## src/rtl/reg_dump_pkg.sv

```systemverilog
// Shared types and helpers for the register dump unit.
// Latency: n/a (package only).
// Backpressure: n/a.
// Contents: FSM state enum, default frame header byte, frame length helper.
package reg_dump_pkg;

  typedef enum logic [2:0] {
    ST_IDLE,
    ST_HDR,
    ST_PC,
    ST_RADDR,
    ST_RWAIT,
    ST_RBYTES,
    ST_CSUM,
    ST_DONE
  } state_e;

  localparam logic [7:0] HEADER_DEFAULT = 8'hA5;

  // Bytes in one frame: header + 4 PC bytes + 4 bytes per register (+ checksum).
  function automatic int frame_len(input int num_regs, input bit csum);
    return 5 + 4 * num_regs + (csum ? 1 : 0);
  endfunction

endpackage

```

## src/rtl/word_serializer.sv

```systemverilog
// Splits a 32-bit word into 4 little-endian bytes on a valid/ready stream.
// Latency: first byte valid the cycle after load_i; then 1 byte per accepted cycle.
// Backpressure: byte and valid held stable while rdy_i is low.
// Ports: clk_i/rst_i (sync, active-high); load_i/word_i load a new word;
//        rdy_i downstream ready; dat_o/vld_o stream byte; last_o marks byte 3.
module word_serializer (
  input  logic        clk_i,
  input  logic        rst_i,
  input  logic        load_i,
  input  logic [31:0] word_i,
  input  logic        rdy_i,
  output logic [7:0]  dat_o,
  output logic        vld_o,
  output logic        last_o
);

  logic [31:0] word_q, word_d;
  logic [1:0]  cnt_q, cnt_d;
  logic        vld_q, vld_d;

  always_comb begin
    word_d = word_q;
    cnt_d  = cnt_q;
    vld_d  = vld_q;
    if (load_i) begin
      word_d = word_i;
      cnt_d  = 2'd0;
      vld_d  = 1'b1;
    end else if (vld_q && rdy_i) begin
      if (cnt_q == 2'd3) begin
        // Keep the last byte in place so the output does not change after the word.
        vld_d = 1'b0;
      end else begin
        cnt_d  = cnt_q + 2'd1;
        word_d = {8'h00, word_q[31:8]};
      end
    end
  end

  always_ff @(posedge clk_i) begin
    if (rst_i) begin
      word_q <= '0;
      cnt_q  <= '0;
      vld_q  <= 1'b0;
    end else begin
      word_q <= word_d;
      cnt_q  <= cnt_d;
      vld_q  <= vld_d;
    end
  end

  assign dat_o  = word_q[7:0];
  assign vld_o  = vld_q;
  assign last_o = (cnt_q == 2'd3);

endmodule

```

## src/rtl/reg_dump_unit.sv

```systemverilog
// Snapshots the halted core PC, walks the register file over the debug read port
// and streams a framed little-endian byte dump: header, PC, x0..x(NUM_REGS-1).
// Latency: first byte valid the cycle after an accepted start; 1 byte/cycle inside a word.
// Backpressure: tx_data_o/tx_valid_o held stable while tx_ready_i is low.
// Optional: define REG_DUMP_CHECKSUM_EN to append an XOR checksum of all prior frame bytes.
// Ports: clk_i, rst_i (sync active-high); start_i, core_pc_i, core_halted_i from the core;
//        rs_dbg_addr_o/rs_dbg_data_i register file debug read; tx_* byte stream;
//        busy_o frame in progress; done_o one-cycle pulse after the last byte.
module reg_dump_unit
  import reg_dump_pkg::*;
#(
  parameter int         NUM_REGS        = 32,
  parameter int         RF_READ_LATENCY = 1,
  parameter logic [7:0] HEADER_BYTE     = HEADER_DEFAULT
) (
  input  logic        clk_i,
  input  logic        rst_i,
  input  logic        start_i,
  input  logic [31:0] core_pc_i,
  input  logic        core_halted_i,
  output logic [4:0]  rs_dbg_addr_o,
  input  logic [31:0] rs_dbg_data_i,
  output logic [7:0]  tx_data_o,
  output logic        tx_valid_o,
  input  logic        tx_ready_i,
  output logic        busy_o,
  output logic        done_o
);

  localparam logic [4:0] LAST_IDX = 5'(NUM_REGS - 1);
`ifdef REG_DUMP_CHECKSUM_EN
  localparam bit CSUM_ON = 1'b1;
`else
  localparam bit CSUM_ON = 1'b0;
`endif

  state_e      state_q, state_d;
  logic [31:0] pc_q, pc_d;
  logic [4:0]  idx_q, idx_d;
  logic [4:0]  addr_q, addr_d;
  logic [1:0]  wait_q, wait_d;
  logic        own_vld_q, own_vld_d;   // header / checksum byte owned by this module
  logic [7:0]  own_dat_q, own_dat_d;
  logic        busy_q, busy_d;
  logic        done_q, done_d;
  logic [7:0]  byte_cnt_q, byte_cnt_d;

  logic        ser_load;
  logic [31:0] ser_word;
  logic [7:0]  ser_dat;
  logic        ser_vld;
  logic        ser_last;
  logic        ser_acc;
  logic        own_acc;
  logic        tx_acc;
  logic        start_acc;

  word_serializer u_ser (
    .clk_i  (clk_i),
    .rst_i  (rst_i),
    .load_i (ser_load),
    .word_i (ser_word),
    .rdy_i  (tx_ready_i),
    .dat_o  (ser_dat),
    .vld_o  (ser_vld),
    .last_o (ser_last)
  );

  // Own bytes and serializer bytes are never valid at the same time.
  assign tx_valid_o    = own_vld_q | ser_vld;
  assign tx_data_o     = own_vld_q ? own_dat_q : ser_dat;
  assign rs_dbg_addr_o = addr_q;
  assign busy_o        = busy_q;
  assign done_o        = done_q;

  assign ser_acc   = ser_vld & tx_ready_i;
  assign own_acc   = own_vld_q & tx_ready_i;
  assign tx_acc    = tx_valid_o & tx_ready_i;
  assign start_acc = (state_q == ST_IDLE) && start_i && core_halted_i;

`ifdef REG_DUMP_CHECKSUM_EN
  logic [7:0] csum_q, csum_d;
  logic [7:0] csum_nxt;

  // Running XOR including the byte accepted this cycle.
  assign csum_nxt = csum_q ^ (tx_acc ? tx_data_o : 8'h00);

  always_comb begin
    csum_d = start_acc ? 8'h00 : csum_nxt;
  end

  always_ff @(posedge clk_i) begin
    if (rst_i) csum_q <= 8'h00;
    else       csum_q <= csum_d;
  end
`endif

  always_comb begin
    state_d    = state_q;
    pc_d       = pc_q;
    idx_d      = idx_q;
    addr_d     = addr_q;
    wait_d     = wait_q;
    own_vld_d  = own_vld_q;
    own_dat_d  = own_dat_q;
    busy_d     = busy_q;
    done_d     = 1'b0;
    ser_load   = 1'b0;
    ser_word   = pc_q;
    byte_cnt_d = start_acc ? 8'd0 : byte_cnt_q + {7'd0, tx_acc};

    unique case (state_q)
      ST_IDLE: begin
        if (start_acc) begin
          state_d   = ST_HDR;
          pc_d      = core_pc_i;
          idx_d     = 5'd0;
          busy_d    = 1'b1;
          own_vld_d = 1'b1;
          own_dat_d = HEADER_BYTE;
        end
      end
      ST_HDR: begin
        if (own_acc) begin
          own_vld_d = 1'b0;
          ser_load  = 1'b1;
          ser_word  = pc_q;
          state_d   = ST_PC;
        end
      end
      ST_PC: begin
        if (ser_acc && ser_last) begin
          addr_d  = idx_q;
          state_d = ST_RADDR;
        end
      end
      ST_RADDR: begin
        // Zero-latency register file: data already follows the address this cycle.
        if (RF_READ_LATENCY == 0) begin
          ser_load = 1'b1;
          ser_word = rs_dbg_data_i;
          state_d  = ST_RBYTES;
        end else begin
          wait_d  = 2'd1;
          state_d = ST_RWAIT;
        end
      end
      ST_RWAIT: begin
        if (wait_q == 2'(RF_READ_LATENCY)) begin
          ser_load = 1'b1;
          ser_word = rs_dbg_data_i;
          state_d  = ST_RBYTES;
        end else begin
          wait_d = wait_q + 2'd1;
        end
      end
      ST_RBYTES: begin
        if (ser_acc && ser_last) begin
          // idx stops at the last register instead of wrapping.
          if (idx_q == LAST_IDX) begin
`ifdef REG_DUMP_CHECKSUM_EN
            own_vld_d = 1'b1;
            own_dat_d = csum_nxt;
            state_d   = ST_CSUM;
`else
            done_d  = 1'b1;
            state_d = ST_DONE;
`endif
          end else begin
            idx_d   = idx_q + 5'd1;
            addr_d  = idx_q + 5'd1;
            state_d = ST_RADDR;
          end
        end
      end
`ifdef REG_DUMP_CHECKSUM_EN
      ST_CSUM: begin
        if (own_acc) begin
          own_vld_d = 1'b0;
          done_d    = 1'b1;
          state_d   = ST_DONE;
        end
      end
`endif
      ST_DONE: begin
        busy_d  = 1'b0;
        state_d = ST_IDLE;
      end
      default: begin
        state_d = ST_IDLE;
      end
    endcase
  end

  always_ff @(posedge clk_i) begin
    if (rst_i) begin
      state_q    <= ST_IDLE;
      pc_q       <= '0;
      idx_q      <= '0;
      addr_q     <= '0;
      wait_q     <= '0;
      own_vld_q  <= 1'b0;
      own_dat_q  <= '0;
      busy_q     <= 1'b0;
      done_q     <= 1'b0;
      byte_cnt_q <= '0;
    end else begin
      state_q    <= state_d;
      pc_q       <= pc_d;
      idx_q      <= idx_d;
      addr_q     <= addr_d;
      wait_q     <= wait_d;
      own_vld_q  <= own_vld_d;
      own_dat_q  <= own_dat_d;
      busy_q     <= busy_d;
      done_q     <= done_d;
      byte_cnt_q <= byte_cnt_d;
    end
  end

  // A completed frame must have carried exactly one frame's worth of bytes.
  always_ff @(posedge clk_i) begin
    if (!rst_i && done_q) begin
      assert (int'(byte_cnt_q) == frame_len(NUM_REGS, CSUM_ON));
    end
  end

endmodule
```

## config.mk

```make
export PLATFORM = sky130hd
export DESIGN_NAME = reg_dump_unit
export DESIGN_NICKNAME = d
export VERILOG_FILES = /design/src/rtl/reg_dump_pkg.sv /design/src/rtl/word_serializer.sv /design/src/rtl/reg_dump_unit.sv
export SDC_FILE = /design/constraint.sdc
export NUM_CORES = 1
export LEC_CHECK = 0
export ABC_AREA = 1
export BUFFER_PORTS_ARGS = -buffer_cell sky130_fd_sc_hd__clkbuf_2
export CORE_ASPECT_RATIO = 2
export CORE_MARGIN = 2
export CORE_UTILIZATION = 61
export CTS_CLUSTER_DIAMETER = 30
export DETAILED_ROUTE_END_ITERATION = 7
export PLACE_DENSITY = 0.86
export SETUP_SLACK_MARGIN = 0.02
export SYNTH_ARGS = -nofsm -noshare
export SYNTH_HDL_FRONTEND = slang
export SYNTH_SLANG_ARGS = --single-unit
```

## constraint.sdc

```tcl
create_clock -name clk_i -period 4.5 [get_ports clk_i]
set_input_delay 0.45 -clock clk_i [delete_from_list [all_inputs] [get_ports clk_i]]
set_output_delay 0.45 -clock clk_i [all_outputs]
set_load 0.005 [all_outputs]
```

Word level (Yosys, flattened, before mapping)
Cells that the tools add are included.

$add $sub $neg: 3. Multipliers: 0. Divide/modulo/power cells: 0. Magnitude comparators: 0. Equal/unequal tests: 17. Shift operators: 0. Multiplexer cells: 32. Bitwise gates (word level): 6. Reduce and logical (&&, ||, !) cells: 24.

Operator list (number): $mux 32 (5); $mux 5 (4); $pmux 5 s2 (2); $mux 3 (6); $pmux 3 s6 (1); $ne 2x2->1 const B (8); $reduce_bool 2->1 (7); $reduce_and 2->1 (6); $eq 3x3->1 const B (3); $mux 1 (8); $mux 8 (1); $reduce_and 4->1 (2); $eq 3x2->1 const B (2); $pmux 1 s2 (3); $add 5x1->5 const B (1); $eq 5x5->1 const B (1); $reduce_and 5->1 (1); $add 2x1->2 const B (2); $logic_and 1x1->1 (4); $pmux 2 s2 (1); $eq 3x1->1 const B (1); $logic_not 3->1 (1); $not 1->1 (3); $reduce_and 3->1 (1); other kinds (7) (8).

Register bits: 86. Bits in latches: 0. Bits in writable memories: 0. ROM bits: 0. Bits of input ports: 69. Output and inout bits: 16. Logic and storage cells: 94. Memories: 0.

Logic depth before layout (Yosys ltp)
Gate-level depths: netlist of the first run.

Depth after elaboration: 5. Mapped depth: 12. Gate-level depth less buffers: 11.

Hierarchy
From an unflattened synthesis of the first run, not the netlist that was laid out.

Cell total of the unflattened synthesis: 658. Area total of the unflattened synthesis: 4379.2 um^2.

Modules (own cells, without submodules): reg_dump_unit (instances 1, cells an instance 387, area each 2558.7 um^2, sequential area each 1021.0 um^2); word_serializer (instances 1, cells an instance 271, area each 1820.5 um^2, sequential area each 700.7 um^2).

Worst setup path before layout of the first run
Ideal clock, no wire load.

Kind: register to register. From: reg idx_q[0]. To: reg addr_q[3] (netlist: rs_dbg_addr_o[3]). Arrival time: 1.495 ns. Data required time: 4.387 ns. Path slack: 2.892 ns. Cell stages (with the launch flop): 11. Path buffers: 0. Period minus slack after synthesis: 1.608 ns. Path through: dfxtp_1 ha_1 nand2_1 nor2_1 ha_1 inv_1 nand2_1 o21ai_0 nand2_1 nor2_1 nor2_1.

Longest elaborated chain between the ends: 4. Elaborated cells between the ends (all ways): 7. Those cells by class: 1 x add/sub; 2 x eq/ne; 3 x mux; 1 x reduce/logical.

Ends and longest elaborated chain: start, declared (line reg_dump_unit.sv:39) `logic [4:0] idx_q, idx_d;`; start signal, assigned (line reg_dump_unit.sv:210) `idx_q <= idx_d;`; $add 5x1->5 (line reg_dump_unit.sv:171) `addr_d = idx_q + 5'd1;`; $mux 5 (line reg_dump_unit.sv:160) `if (idx_q == LAST_IDX) begin`; $mux 5 (line reg_dump_unit.sv:158) `if (ser_acc && ser_last) begin`; $pmux 5 s2 (line reg_dump_unit.sv:112) `unique case (state_q)`; end signal, assigned (line reg_dump_unit.sv:211) `addr_q <= addr_d;`; end, declared (line reg_dump_unit.sv:40) `logic [4:0] addr_q, addr_d;`.

Several ways; a longest one is shown, not always the timed one. The select of a mux whose other input is x is not followed. A chain may end at the register's enable or synchronous reset.

Worst setup path in the final report of the first run
From: reg wait_q[0]. To: reg u_ser.word_q[24].

Longest elaborated chain between the ends: 5. Elaborated cells between the ends (all ways): 9. Those cells by class: 2 x eq/ne; 5 x mux; 2 x reduce/logical.

Ends and longest elaborated chain: start, declared (line reg_dump_unit.sv:41) `logic [1:0] wait_q, wait_d;`; start signal, assigned (line reg_dump_unit.sv:212) `wait_q <= wait_d;`; $eq 2x1->1 * (line reg_dump_unit.sv:149) `if (wait_q == 2'(RF_READ_LATENCY)) begin`; $mux 1 (line reg_dump_unit.sv:149); $pmux 1 s2 (line reg_dump_unit.sv:112); $ne 2x2->1 (no line) or $reduce_bool 2->1 (tied branches); $reduce_and 2->1 (no line); end signal, assigned (line word_serializer.sv:46) `word_q <= word_d;`; end, declared (line word_serializer.sv:17) `logic [31:0] word_q, word_d;`.

Every way passes the cells marked *; elsewhere a longest branch is shown, timed or not.

==> results.py, run 1 <==
metrics = {
    "yosys": {
        "syn_inst": 771,
        "yosysTopAreaCellShare_pct": 36.3,
        "synth_fa_ha_area_share_pct": 1.32,
        "yosys.area.top_type": "dfxtp_1",
        "synth.avg_cell_area_um2": 6.16,
        "synth_compound_area_share_pct": 13.1,
        "synthSimpleGateAreaFrac_pct": 34.0,
        "netlist_area_um2": 4750,
        "ys_ff_latch": 86,
        "synth-xor-area-share_pct": 0.369,
        "synth_top_family_by_area": "simple AND/OR/NAND/NOR gates",
        "synth_cell_types": 27,
        "synth_area_leaders": "dfxtp_1, nand2_1, inv_1",
        "synthesis.nets": 845,
        "synth_mux_area_share_pct": 0,
        "yosysWarnings": 0,
        "yosysSeqAreaShare_pct": 36.3,
    },
    "route": {
        "wl_per_cell_um": 14.2,
        "postRouteAntennaNets": 0,
        "vias": 5044,
        "wirelength_um": 13100,
        "firstDrtPassIters": 5,
        "avgViaCountPerCell": 5.46,
        "drc": 0,
        "first_iter_violations": 459,
    },
    "finish": {
        "multi_input_area_um2": 2320,
        "n_antenna_cell": 0,
        "layout.area.seq_um2": 1720,
        "syn_to_final_growth_pct": 14.7,
        "final_common_cell": "nand2_1",
        "drive_above_1_share_pct": 14.8,
        "fill_cells": 677,
        "layoutNonFillerInstCount": 923,
        "mostFrequentLayoutCells": "nand2_1, inv_1, dfxtp_1",
        "nets": 898,
        "design_area_um2": 5440,
    },
    "die": {
        "ios": 85,
        "rows": 45,
        "dieWidth_um": 66.4,
        "coreArea_um2": 7540,
        "die_y_um": 129,
        "initial_core_util_pct": 62.9,
        "dieArea_um2": 8540,
    },
    "grt": {
        "grt_use_total_pct": 32.9,
        "grt.overflow.total": 0,
        "grt_pass1_wl_um": 21100,
        "grt_max_degree": 74,
        "grt_pass1_vias": 4769,
        "antenna_found_initial": 0,
    },
    "clock_network": {
        "cts_root_buf": "clkbuf_16",
        "cts.sinks": 86,
        "insertion_delay_ns": 0.35,
        "clk_pin_slew_ns": 0.06,
        "cts-buffers-inserted": 9,
        "htree_levels": 3,
        "cts_hold_buf": 0,
        "cts_resized": 0,
        "post_cts.repair.setup_buffers": 0,
        "cts_max_path_buffers": 2,
        "cts_tree": "done",
    },
    "timing": {
        "rsz0062_at_grt": "no",
        "final_hold_viol_count": 0,
        "post-route-min-period_ns": 2.52,
        "setup_viol": 0,
        "period_share_pct": 56.0,
        "maxSlewHeadroom_pct": 24.9,
        "fin_skew_ns": 0.00414,
        "maxSlewViolCount": 0,
        "tns_ns": 0,
        "fmax_mhz": 397,
        "tightestPinTransition_ns": 1.13,
    },
    "setup_path": {
        "startpoint": "wait_q[0]",
        "worstSetupStartpointType": "flip-flop",
        "r2r_start": "wait_q[0]",
        "cp-end-kind": "flip-flop",
        "worst_ep_arrival_time_ns": 2.74,
        "critical_path_required_ns": 4.73,
        "worstPathMaxFanout": 50,
        "critPathKind": "reg2reg",
    },
    "power": {
        "power_density_nw_per_um2": 525,
        "ir_drop_v": 0.000385,
        "p_leak_nw": 2.84,
    },
    "place": {
        "dp_cells": 907,
        "placed_cell_area_um2": 5120,
        "portBuffers": 84,
        "place.gp.congestion": 0.898,
        "hpwlAfterDp_um": 9410,
    },
    "min_path": {
        "min_from": "core_pc_i[11]",
        "hold_path_class": "in2reg",
    },
    "status": {
        "status": "completed",
    },
    "flow_run": {
        "drv_cap": 0,
    },
}
[synthesized netlist by cell type]
library cell    n
buf_2          18
nand3_2         1
o31ai_1         1
nor4_1          1
xnor2_1         1
clkbuf_1       22
dfxtp_1        86
nor2_1         31
nor3b_1         1
nand3b_2        1
o21a_1          1
buf_4           2
nand3_1        68
inv_2           2
a211oi_1        1
o21ai_0        68
ha_1            5
inv_1         131
or2_2           9
nand4_1        26
nor2_4          1
nand2_2         1
a21oi_1        52
nor2_2          2
nand2_1       233
xor2_1          1
buf_1           5
[registers in the layout, indices dropped and copies added (netlist names)]
signal,count
pc_q,32
u_ser.word_q,32
idx_q,5
rs_dbg_addr_o,5
state_q,3
u_ser.cnt_q,2
wait_q,2
busy_o,1
done_o,1
own_dat_q,1
own_vld_q,1
u_ser.vld_o,1
[cell families (layout without fill, tap and decap cells)]
family | Yosys count | count (layout)
compound gates | 123 | 123
simple gates | 375 | 375
xor+xnor | 2 | 2
fa+ha+maj | 5 | 5
buf+inv | 180 | 238
flops | 86 | 86
[area by class of cell]
type,instances,area share (%)
well taps,94,2.16
clock buffers,10,4.39
multi-input cells,505,42.7
flip-flops and latches,86,31.6
repair buffers,89,8.41
clock inverters,6,1.56
inverters,133,9.17
[through the flow]
step	worst slack [ns]	hold WS [ns]	utilization (%)	power, mW
floorplan	2.89	0.430	-	1.77
global placement	2.10	0.442	67.9	2.00
detailed placement	2.02	0.449	67.9	2.04
CTS	2.00	0.379	72.2	2.85
global route	1.79	0.390	72.2	3.05
finish	1.98	0.381	72.2	2.86
[report_power, final]
group          switching (mW)  internal (mW)  total [mW]  leakage, nW
Combinational           0.696          0.337        1.03         1.98
Sequential              0.108          0.912        1.02        0.701
Clock                   0.306          0.499       0.805        0.154
Total                    1.11           1.75        2.86         2.84
[worst max-delay path: stages (launching register included)]
cell	delay, ns
dfxtp_1	0.35
ha_1	0.15
buf_4	0.36
nand3_2	0.49
nand3_2	0.59
inv_1	0.25
nand2_1	0.12
a21oi_1	0.06
[final timing paths]
| path | end | slack, ns | cells past startpoint |
|---|---|---|---|
| max | u_ser.word_q[24] | 1.98 | 7 |
| min | pc_q[11] | 0.38 | 3 |
| max reg2reg | u_ser.word_q[24] | 1.98 | 7 |
| min reg2reg | pc_q[31] | 0.46 | 2 |
[per-layer routing]
layer	wire (um)	vias to the layer above	global-route usage, %	part of all wire (%)
met2	6930	166	57.5	53
met4	1180	0	29.1	9.0
li1	-	2508	-	-
met1	4430	2302	30.7	34
met5	0	-	0	0
met3	577	68	7.17	4.4
(Power assumes the default switching activity.)
==> run 2, diff against run 1 <==
--- a/config.mk
+++ b/config.mk
@@ -5,14 +5,14 @@
 export SDC_FILE = /design/constraint.sdc
 export NUM_CORES = 1
 export LEC_CHECK = 0
-export ABC_AREA = 1
+export ABC_AREA = 0
 export BUFFER_PORTS_ARGS = -buffer_cell sky130_fd_sc_hd__clkbuf_2
 export CORE_ASPECT_RATIO = 2
 export CORE_MARGIN = 2
-export CORE_UTILIZATION = 61
+export CORE_UTILIZATION = 49
 export CTS_CLUSTER_DIAMETER = 30
 export DETAILED_ROUTE_END_ITERATION = 7
-export PLACE_DENSITY = 0.86
+export PLACE_DENSITY = 0.76
 export SETUP_SLACK_MARGIN = 0.02
 export SYNTH_ARGS = -nofsm -noshare
 export SYNTH_HDL_FRONTEND = slang
==> constraint.sdc (replaced) <==
create_clock -name clk_i -period 2.02 [get_ports clk_i]
set_input_delay 0.202 -clock clk_i [delete_from_list [all_inputs] [get_ports clk_i]]
set_output_delay 0.202 -clock clk_i [all_outputs]
set_load 0.005 [all_outputs]
==> run 2 against run 1 <==
  * Critical path depth stayed put
  * Wire length is 28% lower
  * Sequential share of layout area is 3.8 points higher
  * First-iteration DRC count is 65% lower
  * Maximum frequency is 30% higher
  * Register-to-register slack worse by 1.9 ns
  * Non-clock buffer count is 12 higher
  * Clock power is 96% higher
  * Area after synthesis is 15% lower
  * Combinational power is 71% lower
  * Design area is 10% lower
  * Highest routed layer unchanged
==> results.py, run 2 <==
metrics = {
    "status": {
        "status": "completed",
    },
    "yosys": {
        "yosysTopAreaCellShare_pct": 42.7,
        "synth.most_common_cell": "dfxtp_1",
        "yosysWarnings": 0,
        "synth_edf_count": 0,
        "synth_cell_types": 44,
        "yosys_most_used_dff": "dfxtp_1",
        "yosysSeqAreaShare_pct": 42.7,
        "yosys.area.top_type": "dfxtp_1",
        "synth.avg_cell_area_um2": 8.68,
        "synth_area_leaders": "dfxtp_1, a211oi_1, nand2_1",
        "netlist_area_um2": 4040,
        "ys_top_cells_by_count": "dfxtp_1, nand2_1, a211oi_1",
        "synthesis.nets": 539,
        "async_flop_share_pct": 0,
        "ys_ff_latch": 86,
        "syn_inst": 465,
    },
    "die": {
        "coreArea_um2": 7940,
        "dieArea_um2": 9020,
        "initial_core_util_pct": 50.8,
        "ios": 85,
        "die_y_um": 132,
        "dieWidth_um": 68.2,
        "rows": 46,
    },
    "grt": {
        "antenna_found_initial": 0,
        "grt_max_degree": 86,
        "grt.overflow.total": 0,
        "grt_pass1_vias": 3407,
        "grt_pass1_wl_um": 15500,
        "grt_use_total_pct": 22.2,
    },
    "timing": {
        "fin_skew_ns": 0.00531,
        "final_hold_viol_count": 0,
        "maxSlewHeadroom_pct": 62.0,
        "setup_viol": 0,
        "rsz0062_at_grt": "no",
        "tightestPinTransition_ns": 0.565,
        "period_share_pct": 96.1,
        "maxSlewViolCount": 0,
        "tns_ns": 0,
        "post-route-min-period_ns": 1.94,
        "fmax_mhz": 515,
    },
    "setup_path": {
        "critPathKind": "reg2reg",
        "cp_slowest_cell": "or4_1",
        "critical_path_required_ns": 2.28,
        "worst_ep_arrival_time_ns": 2.20,
        "cp-end-kind": "flip-flop",
        "worstSetupStartpointType": "flip-flop",
        "slowest_delay_ns": 0.46,
        "crit_chain": "ha_1 > and3_1 > ha_2 > nand3b_4 > a21o_1 > or4_1 > a21oi_1",
        "worstPathMaxFanout": 4,
    },
    "clock_network": {
        "cts_root_buf": "clkbuf_16",
        "htree_levels": 3,
        "cts-buffers-inserted": 9,
        "insertion_delay_ns": 0.33,
        "cts.sinks": 86,
        "clk_pin_slew_ns": 0.06,
        "cts_hold_buf": 0,
        "cts_max_path_buffers": 2,
        "cts_tree": "done",
    },
    "finish": {
        "reg_top3": "pc_q x32, u_ser.word_q x32",
        "n_antenna_cell": 0,
        "nets": 613,
        "layoutNonFillerInstCount": 639,
        "mostFrequentLayoutCells": "nand2_1, dfxtp_1, clkbuf_2",
        "drive_above_1_share_pct": 24.5,
        "syn_to_final_growth_pct": 20.8,
        "final_common_cell": "nand2_1",
    },
    "power": {
        "ir_drop_v": 0.000607,
        "p_leak_nw": 2.17,
        "power_density_nw_per_um2": 747,
    },
    "flow_run": {
        "drv_cap": 0,
    },
    "min_path": {
        "hold_path_class": "in2reg",
    },
    "route": {
        "wl_per_cell_um": 14.7,
        "first_iter_violations": 161,
        "wirelength_um": 9390,
        "vias": 3488,
        "drc": 0,
        "firstDrtPassIters": 5,
        "avgViaCountPerCell": 5.46,
        "postRouteAntennaNets": 0,
    },
    "place": {
        "place.gp.congestion": 0.821,
        "portBuffers": 84,
        "hpwlAfterDp_um": 6680,
        "dp_cells": 622,
    },
}
-- run 2: cell types whose count changed in the layout (fill, tap and decap cells not counted), sizes merged, moves of 30 or more --
| cell | previous run | this run |
|---|---|---|
| nand3 | 69 | 10 |
| a211oi | 1 | 53 |
| nor2b | 0 | 30 |
| o21ai | 68 | 7 |
| nand2 | 234 | 85 |
| inv | 133 | 8 |
-- run 2: power breakdown --
part	switching (mW)	internal, mW	total [mW]
clock	0.613	0.962	1.58
sequential	0.0264	1.74	1.77
combinational	0.155	0.140	0.295
total	0.794	2.85	3.64
-- run 2: final timing paths --
path	slack, ns	end	startpoint	depth (start not counted)
max reg2reg	0.08	idx_q[3]	idx_q[0]	7
min reg2reg	0.45	pc_q[19]	pc_q[19]	2
max	0.08	idx_q[3]	idx_q[0]	7
min	0.09	pc_q[21]	core_pc_i[21]	3
-- run 2: timing repair --
action / in CTS / in global routing
endpoints found under the setup margin: 2 / 7
setup buffers: 0 / 2
pin swaps: 0 / 3
resized for setup: 1 / 3
-- run 2: layout make-up --
type	instances	area, um2
inverter	8	30.0
tap	96	120
clock buffer	15	288
multi-input combinational	333	2100
timing repair buffer	101	611
sequential	86	1720
fill	723	3070
-- run 2: logic make-up after synthesis --
| kind of cell | Yosys count | synth area share [%] |
|---|---|---|
| compound gates | 124 | 20.1 |
| buf+inv | 46 | 5.49 |
| fa+ha+maj | 5 | 1.55 |
| mux | 34 | 8.68 |
| xor+xnor | 3 | 0.651 |
| simple gates | 167 | 20.9 |
| flops | 86 | 42.7 |
-- run 2: metrics by stage --
stage          setup WS (ns)  util, %  hold slack [ns]  area, um2  power (mW)
2_1_floorplan          0.118        -            0.338       4040        1.97
3_3_place_gp          0.0769     57.4            0.424       4560        2.09
3_5_place_dp         0.00302     57.4            0.433       4560        2.10
4_1_cts               0.0178     61.1           0.0824       4850        3.67
5_1_grt              0.00316     61.4           0.0911       4870        3.77
6_report              0.0792     61.4           0.0875       4870        3.64
-- run 2: metal layers --
metal | wire length, um | GRT usage, % | vias up
met5 | 0 | 0 | -
met4 | 265 | 10.0 | 0
met3 | 344 | 3.33 | 19
met2 | 5200 | 39.4 | 83
met1 | 3580 | 24.6 | 1600
li1 | - | - | 1786
-- run 2: critical path: cells and delay by family, from the launching register on --
family	cells	cell delay, ns
and+or+nand+nor	3	0.83
adders and majority gates	2	0.41
DFF	1	0.34
AOI/OAI and AO/OA	2	0.30
==> run 3, diff against run 2 <==
--- a/config.mk
+++ b/config.mk
@@ -12,7 +12,8 @@
 export CORE_UTILIZATION = 49
 export CTS_CLUSTER_DIAMETER = 30
 export DETAILED_ROUTE_END_ITERATION = 7
-export PLACE_DENSITY = 0.76
+export PLACE_DENSITY = 0.84
+export RECOVER_POWER = 50
 export SETUP_SLACK_MARGIN = 0.02
 export SYNTH_ARGS = -nofsm -noshare
 export SYNTH_HDL_FRONTEND = slang
==> run 3 against run 2 <==
  * Non-clock buffer count fell by 3
  * Final cell count fell by 0.31%
  * Sequential share of layout area rose by 0.32 points
  * Count of clock-buffer cells in the layout fell by 3
  * Design area fell by 0.90%
  * Clock power rose by 11%
  * Power rose by 4.7%
==> results.py, run 3 (same netlist as run 2, synthesis figures left out) <==
metrics = {
    "route": {
        "first_iter_violations": 173,
        "firstDrtPassIters": 4,
        "vias": 3615,
        "avgViaCountPerCell": 5.68,
        "postRouteAntennaNets": 0,
        "wirelength_um": 9900,
        "wl_per_cell_um": 15.5,
        "drc": 0,
    },
    "finish": {
        "syn_to_final_growth_pct": 19.7,
        "reg_top3": "pc_q x32, u_ser.word_q x32",
        "n_antenna_cell": 0,
        "mostFrequentLayoutCells": "nand2_1, dfxtp_1, clkbuf_2",
        "design_area_um2": 4830,
        "layout.area.seq_um2": 1720,
        "fill_cells": 699,
        "drive_above_1_share_pct": 22.0,
        "layoutNonFillerInstCount": 637,
        "nets": 610,
        "multi_input_area_um2": 2100,
        "final_common_cell": "nand2_1",
    },
    "timing": {
        "setup_viol": 0,
        "fin_skew_ns": 0.00738,
        "finalWorstSetupSlack_ns": 0.0512,
        "final_hold_viol_count": 0,
        "holdWs_ns": 0.0865,
        "period_share_pct": 97.5,
        "maxSlewHeadroom_pct": 61.4,
        "post-route-min-period_ns": 1.97,
        "tightestPinTransition_ns": 0.573,
        "maxSlewViolCount": 0,
        "fmax_mhz": 508,
    },
    "grt": {
        "grt.overflow.total": 0,
        "grt_pass1_vias": 3567,
        "grt_use_total_pct": 23.5,
        "grt_pass1_wl_um": 16100,
        "grt_max_degree": 86,
        "antenna_found_initial": 0,
    },
    "setup_path": {
        "critPathKind": "reg2reg",
        "cp-end-kind": "flip-flop",
        "worst_ep_arrival_time_ns": 2.24,
        "worstPathMaxFanout": 4,
        "ff2ff_setup_slack_ns": 0.05,
        "critical_path_required_ns": 2.29,
        "worstSetupStartpointType": "flip-flop",
    },
    "clock_network": {
        "cts_root_buf": "clkbuf_16",
        "cts.sinks": 86,
        "clk_pin_slew_ns": 0.06,
        "cts-buffers-inserted": 9,
        "cts_max_path_buffers": 2,
        "htree_levels": 3,
        "insertion_delay_ns": 0.34,
        "cts_tree": "done",
        "cts_hold_buf": 0,
    },
    "die": {
        "coreArea_um2": 7940,
        "ios": 85,
        "dieArea_um2": 9020,
        "rows": 46,
        "initial_core_util_pct": 50.8,
        "dieWidth_um": 68.2,
        "die_y_um": 132,
    },
    "place": {
        "hpwlAfterDp_um": 7110,
        "portBuffers": 84,
        "dp_slack_ns": 0.0107,
        "placed_cell_area_um2": 4550,
        "place.gp.congestion": 0.854,
        "dp_cells": 621,
    },
    "power": {
        "power_density_nw_per_um2": 789,
        "ir_drop_v": 0.000600,
        "p_leak_nw": 2.12,
    },
    "min_path": {
        "hold_path_class": "in2reg",
    },
    "flow_run": {
        "drv_cap": 0,
    },
    "status": {
        "status": "completed",
    },
}
## run 3: final timing paths
| kind | from | to | depth (start not counted) |
|---|---|---|---|
| worst max register to register | idx_q[1] | idx_q[3] | 7 |
| worst min-delay path | core_pc_i[4] | pc_q[4] | 3 |
| worst min register to register | pc_q[20] | pc_q[20] | 2 |
| worst max-delay path | idx_q[1] | idx_q[3] | 7 |
## run 3: routing by layer
layer	vias up	GRT usage, %	routed length, um	share of wire (%)
met5	-	0	0	0
met4	0	13.1	416	4.2
met3	32	4.78	364	3.7
met2	100	42.3	5600	57
met1	1697	23.6	3520	36
li1	1786	-	-	-
## run 3: worst max-delay path, cell delays in order (launching register included)
cell      delay, ns
dfxtp_1        0.34
ha_1           0.20
and3_1         0.19
ha_2           0.19
nand3b_4       0.16
a21o_1         0.19
or4_1          0.50
a21oi_2        0.13
## run 3: area by class of cell
cell class	instances	share of cell area [%]
clock buffer	12	5.10
clock inverter	4	1.45
inverter	8	0.622
multi-input combinational	333	43.4
sequential	86	35.7
tap	96	2.49
timing repair buffer	98	11.2
## run 3: power breakdown
| part | total, mW | internal (mW) | switching [mW] | leakage [nW] |
|---|---|---|---|---|
| registers | 1.78 | 1.74 | 0.0327 | 0.698 |
| clock network | 1.75 | 1.11 | 0.634 | 0.157 |
| logic | 0.287 | 0.135 | 0.152 | 1.26 |
## run 3: stage by stage
stage          util [%]  setup TNS, ns  power [mW]
6_report           60.8              0        3.81
5_1_grt            60.8       -0.00222        3.95
4_1_cts            61.3              0        3.86
3_5_place_dp       57.3              0        2.10
3_3_place_gp       57.3              0        2.09
2_1_floorplan         -              0        1.97
## run 3: repair_timing
item / in CTS / in global routing
setup endpoints to repair: 3 / 8
setup buffers: 0 / 0
pin swaps: 0 / 2
gates resized for setup: 1 / 4
